==> src/rtl/en_reg_pipe.sv <==
// rtl/en_reg_pipe.sv - enabled register pipeline with per-stage valid, flush and occupancy count
module en_reg_pipe #(
    parameter int              WIDTH        = 8,
    parameter int              DEPTH        = 3,
    parameter logic [WIDTH-1:0] RST_VAL     = '0,
    parameter bit              GATE_INVALID = 1'b1,
    localparam int             CW           = $clog2(DEPTH + 1)
) (
    input  logic             clk,
    input  logic             rst,
    input  logic             en,
    input  logic             flush,
    input  logic [WIDTH-1:0] d,
    input  logic             d_valid,
    output logic [WIDTH-1:0] q,
    output logic             q_valid,
    output logic [CW-1:0]    count
);

    logic [WIDTH-1:0] data [DEPTH];
    logic [DEPTH-1:0] v;

    // Valid bits: reset and flush clear them, an enabled cycle shifts them one stage.
    always_ff @(posedge clk) begin
        if (rst) begin
            v <= '0;
        end else if (flush) begin
            v <= '0;
        end else if (en) begin
            v[0] <= d_valid;
            for (int i = 1; i < DEPTH; i++) begin
                v[i] <= v[i-1];
            end
        end
    end

    // Data stages: flush leaves data alone; when gating, a stage only loads a valid word
    // so bubbles do not disturb the previously held data.
    always_ff @(posedge clk) begin
        if (rst) begin
            for (int i = 0; i < DEPTH; i++) begin
                data[i] <= RST_VAL;
            end
        end else if (!flush && en) begin
            if (!GATE_INVALID || d_valid) begin
                data[0] <= d;
            end
            for (int i = 1; i < DEPTH; i++) begin
                if (!GATE_INVALID || v[i-1]) begin
                    data[i] <= data[i-1];
                end
            end
        end
    end

    // Occupancy is the popcount of the valid flops; its width always covers DEPTH.
    always_comb begin
        count = '0;
        for (int i = 0; i < DEPTH; i++) begin
            count = count + CW'(v[i]);
        end
    end

    assign q       = data[DEPTH-1];
    assign q_valid = v[DEPTH-1];

endmodule

==> config.mk <==
export PLATFORM = sky130hd
export DESIGN_NAME = en_reg_pipe
export DESIGN_NICKNAME = d
export VERILOG_FILES = /design/src/rtl/en_reg_pipe.sv
export SDC_FILE = /design/constraint.sdc
export NUM_CORES = 1
export LEC_CHECK = 0
export ABC_AREA = 0
export BUFFER_PORTS_ARGS = -buffer_cell sky130_fd_sc_hd__buf_4
export CAP_MARGIN = 20
export CORE_ASPECT_RATIO = 0.6
export CORE_MARGIN = 4
export CORE_UTILIZATION = 30
export CTS_CLUSTER_SIZE = 25
export DETAILED_ROUTE_END_ITERATION = 7
export PLACE_DENSITY = 0.62
export SYNTH_ARGS = -nofsm -noshare
export SYNTH_HDL_FRONTEND = slang
export SYNTH_SLANG_ARGS = --single-unit
==> constraint.sdc <==
create_clock -name clk -period 1.19 [get_ports clk]
set_input_delay 0.238 -clock clk [delete_from_list [all_inputs] [get_ports clk]]
set_output_delay 0.238 -clock clk [all_outputs]
set_load 0.01 [all_outputs]
After elaboration in Yosys (flattened, before gate mapping). Memories as Yosys holds them, arrays and structs flattened. Index checks and enable logic that the tools add are counted.

Order comparisons: 0. Multiply operators: 0. Div/mod/pow operators: 0. Add/sub/neg operators: 2. Equal/unequal tests: 0. Bitwise gates (word level): 3. Reduce and logical (&&, ||, !) cells: 3. Muxes and demuxes: 17. Shift-type cells: 0.

Operators by type and width (number): two-way mux 8 bit (3); two-way mux 1 bit (14); bitwise OR 1 bit (3); adder 1 x 1 -> 2 bit (1); adder 2 x 1 -> 2 bit (1); OR reduction 2 bit (1); logical AND 1 bit (1); zero test 1 bit (1).

Word-level logic and storage cells: 27. Memories kept: 1. Bits in latches: 0. RAM bits: 24. Bits in read-only memories: 0. Input bits: 13. Output and inout bits: 11. Register bits: 3.

Memories: data (depth 3, bits a word 8, rd ports 3, clocked after memory_dff 0, write ports 3, line 20) `logic [WIDTH-1:0] data [DEPTH];`.

Depth between registers and ports, before layout.
Word-level depth: 6. Depth in mapped cells: 4. Depth with buffers taken out: 2.

Least setup slack after synthesis. Ideal clock, no wire load.

Kind: reg-to-reg. Start point: register v[1]. End point: memory data[0][0], data pin. Arrival time: 960 ps. Stages on the path, launching flop included: 4. Buffers on the path: 1. Setup slack: -54 ps. Period minus slack after synthesis: 1244 ps. Library setup time: 284 ps. Data required time: 906 ps. Cells stage by stage: dfxtp_1 -> nor3_2 -> buf_4 -> nor4b_2.

RTL lines: start, declared (line 21) `logic [DEPTH-1:0] v;`; start signal, assigned by index (line 32) `v[i] <= v[i-1];`; end, declared (line 20).

Worst setup path after layout.
Start point: register v[2]. End point: output port count[0].

Word-level cells in the longest chain between the ends: 1.

Ends and longest elaborated chain: adder 2 x 1 -> 2 bit (line 60) `count = count + CW'(v[i]);`; end, declared (line 17) `output logic [CW-1:0] count`.

Every way passes these cells.

==> impl_metrics.env <==
export IMPL_clockRootBuffer="clkbuf_8"
export IMPL_maxUsedRoutingLayer="met4"
export IMPL_route_met3_wl_microns=146
export IMPL_yosys_area_top_type="edfxtp_1"
export IMPL_die_area_sq_um=5724
export IMPL_end_kind="primary output"
export IMPL_fin_area_sq_um=1789
export IMPL_synth_edff_count=24
export IMPL_clockBufferDepth=2
export IMPL_n_antenna_cell=0
export IMPL_cp_max_fo=2
export IMPL_start_util_pct=32.21
export IMPL_cts_tree="yes"
export IMPL_cap_violations=0
export IMPL_grt_pass1_wl_microns=4126
export IMPL_powerDensity_nw_per_um2=1048
export IMPL_place_hpwl_microns=1672
export IMPL_syn_avg_cell_area_sq_um=17.05
export IMPL_relSlewSlack_pct=79.13
export IMPL_cp_data_arrival_time_ns=1.27
export IMPL_dr_first_iter_drc_count=23
export IMPL_finalNetCount=123
export IMPL_crit_type="reg -> out"
export IMPL_slew_viol_final=0
export IMPL_grt_max_degree=16
export IMPL_start_kind="flip-flop"
export IMPL_pin_count=24
export IMPL_first_pass_iters=4
export IMPL_routabilityCongestion=0.7736
export IMPL_setup_slack_ns=-0.3182
export IMPL_antenna_found_initial=0
export IMPL_clkSinkCount=27
export IMPL_placed_cells=160
export IMPL_grt_remaining_overflow=0
export IMPL_h_tree_depth=1
export IMPL_finalClockSkew_ns=0.003067
export IMPL_netlist_top_cells_area="edfxtp_1, nor4b_2, buf_4, dfxtp_1, nor4b_4"
export IMPL_fin_util_pct=42.26
export IMPL_post_dp_cell_area_sq_um=1633
export IMPL_synthFlopType="edfxtp_1"
export IMPL_drc=0
export IMPL_ir_drop_mv=0.3994
export IMPL_cts_buffers=3
export IMPL_slowest_stage="fa_1"
export IMPL_synthCells=80
export IMPL_syn_cell_area_sq_um=1364
export IMPL_via_per_inst=4.399
export IMPL_synth_seq_cells=27
export IMPL_layout_drive_gt1_share_pct=63.89
export IMPL_setup_violations=22
export IMPL_die_y_microns=60.23
export IMPL_synth_most_common_cell="edfxtp_1"
export IMPL_synthTopCellsByCount="edfxtp_1, nor4b_2, buf_4, nor4b_1"
export IMPL_syn_to_final_growth_pct=31.19
export IMPL_max_freq_ghz=0.6631
export IMPL_ys_warn_count=0
export IMPL_synth_top_area_share_pct=52.84
export IMPL_clkLatencyLatePin_ns=0.27
export IMPL_instances_no_fill=168
export IMPL_wl_met2_microns=1065
export IMPL_whs_path_depth=3
export IMPL_required_ns=0.95
export IMPL_reg2regPathDepth=5
export IMPL_cpPeakStageDelay_ns=0.51
export IMPL_outcome="finished with violations"
export IMPL_finalHoldViolCount=0
export IMPL_seq_area_frac_synth_pct=57.25
export IMPL_io_buffers=23
export IMPL_fp_dieW_microns=95.05
export IMPL_clkSlewWorstSetupHoldPaths_ns=0.09
export IMPL_async_flop_share_pct=0
export IMPL_avgRoutedWirePerCell_microns=14.96
export IMPL_antenna_left=0
export IMPL_worstMarginPinSlew_ns=0.3131
export IMPL_min_period_ns=1.508
export IMPL_synth_cell_types=15
export IMPL_postCtsHoldBufs=0
export IMPL_grt_pass1_vias=770
export IMPL_rsz0062_at_grt="true"
export IMPL_routed_wl_microns=2513
export IMPL_total_power_mw=1.874
export IMPL_fin_crit_sh_pct=126.7
export IMPL_leakagePower_nw=0.6451
export IMPL_crit_chain="fa_1 -> buf_4"
export IMPL_grt_use_total_pct=9.891
export IMPL_hold_class="in -> reg"
export IMPL_synth_nets=94
export IMPL_core_area_sq_um=4234
export IMPL_wl_met1_microns=1276
export IMPL_fin_tns_setup_ns=-2.405
export IMPL_vias=739
export IMPL_num_rows=18
export IMPL_violations="setup timing"
[metrics by stage]
step	hold WS, ns	setup slack (ns)
after detailed placement	0.5348	-0.09790
after floorplan	0.3173	-0.001087
after global placement	0.5326	-0.1091
final	0.2392	-0.3182
after global routing	0.2460	-0.3595
after CTS	0.2320	-0.3229
[where the power goes]
group          switching (mW)  total [mW]  leakage [nW]  internal (mW)
combinational           0.139       0.286         0.347          0.147
clock                   0.269       0.509        0.0228          0.240
sequential             0.0126        1.08         0.275           1.07
[cell usage in the layout (no fill, tap or decap), drive strengths merged]
cell and count:
nor3 4, nor2b 1, edfxtp 24, nor4b 24
mux2i 3, dfxtp 3, nand2b 1, buf 40
fa 1, a21o 3, clkbuf 4
[worst paths after layout]
path,startpoint,to,slack [ns]
worst max-delay path,v[2],count[0],-0.32
worst min-delay path,flush,v[2],0.24
worst max register to register,v[0],data[0][5],-0.12
worst min register to register,v[1],v[1],0.59
[cell families (layout without fill, tap and decap cells)]
family | count (synthesis) | after routing | share of synthesized area [%]
buffers and inverters | 16 | 44 | 8.807
adder cells (fa/ha/maj) | 1 | 1 | 1.468
flip-flops | 27 | 27 | 57.25
AND/OR/NAND/NOR | 30 | 30 | 28.62
AO/OA/AOI/OAI | 3 | 3 | 1.651
multiplexers | 3 | 3 | 2.202
[sequential cells by signal, indices dropped and copies added, names as in the netlist]
signal and count:
v 3, data 24
[layer usage]
| metal | up-vias | global-route usage [%] |
|---|---|---|
| li1 | 361 | - |
| met1 | 353 | 13.85 |
| met5 | - | 0 |
| met4 | 0 | 2.464 |
| met2 | 20 | 14.43 |
| met3 | 5 | 3.648 |
[worst max-delay path: cells and delay by family, from the launching register on]
family                   cells  cell delay (ns)
flip-flops                   1             0.37
adder cells (fa/ha/maj)      1             0.51
buffers and inverters        1             0.12
[final cells by class]
type / instances / area [sq um]
Multi-Input combinational cell: 37 / 508.0
Sequential cell: 27 / 789.5
Fill cell: 391 / 2445
Timing Repair Buffer: 40 / 371.6
Tap cell: 60 / 75.07
Clock buffer: 4 / 45.04
[timing repair]
action / in CTS / in global routing
buffers inserted: 2 / 2
endpoints found under the setup margin: 41 / 32
pin swaps: 4 / 3
hold endpoints to repair: 0 / 0
gates cloned: 2 / 0
gates resized for setup: 12 / 11
(Power assumes the default switching activity.)
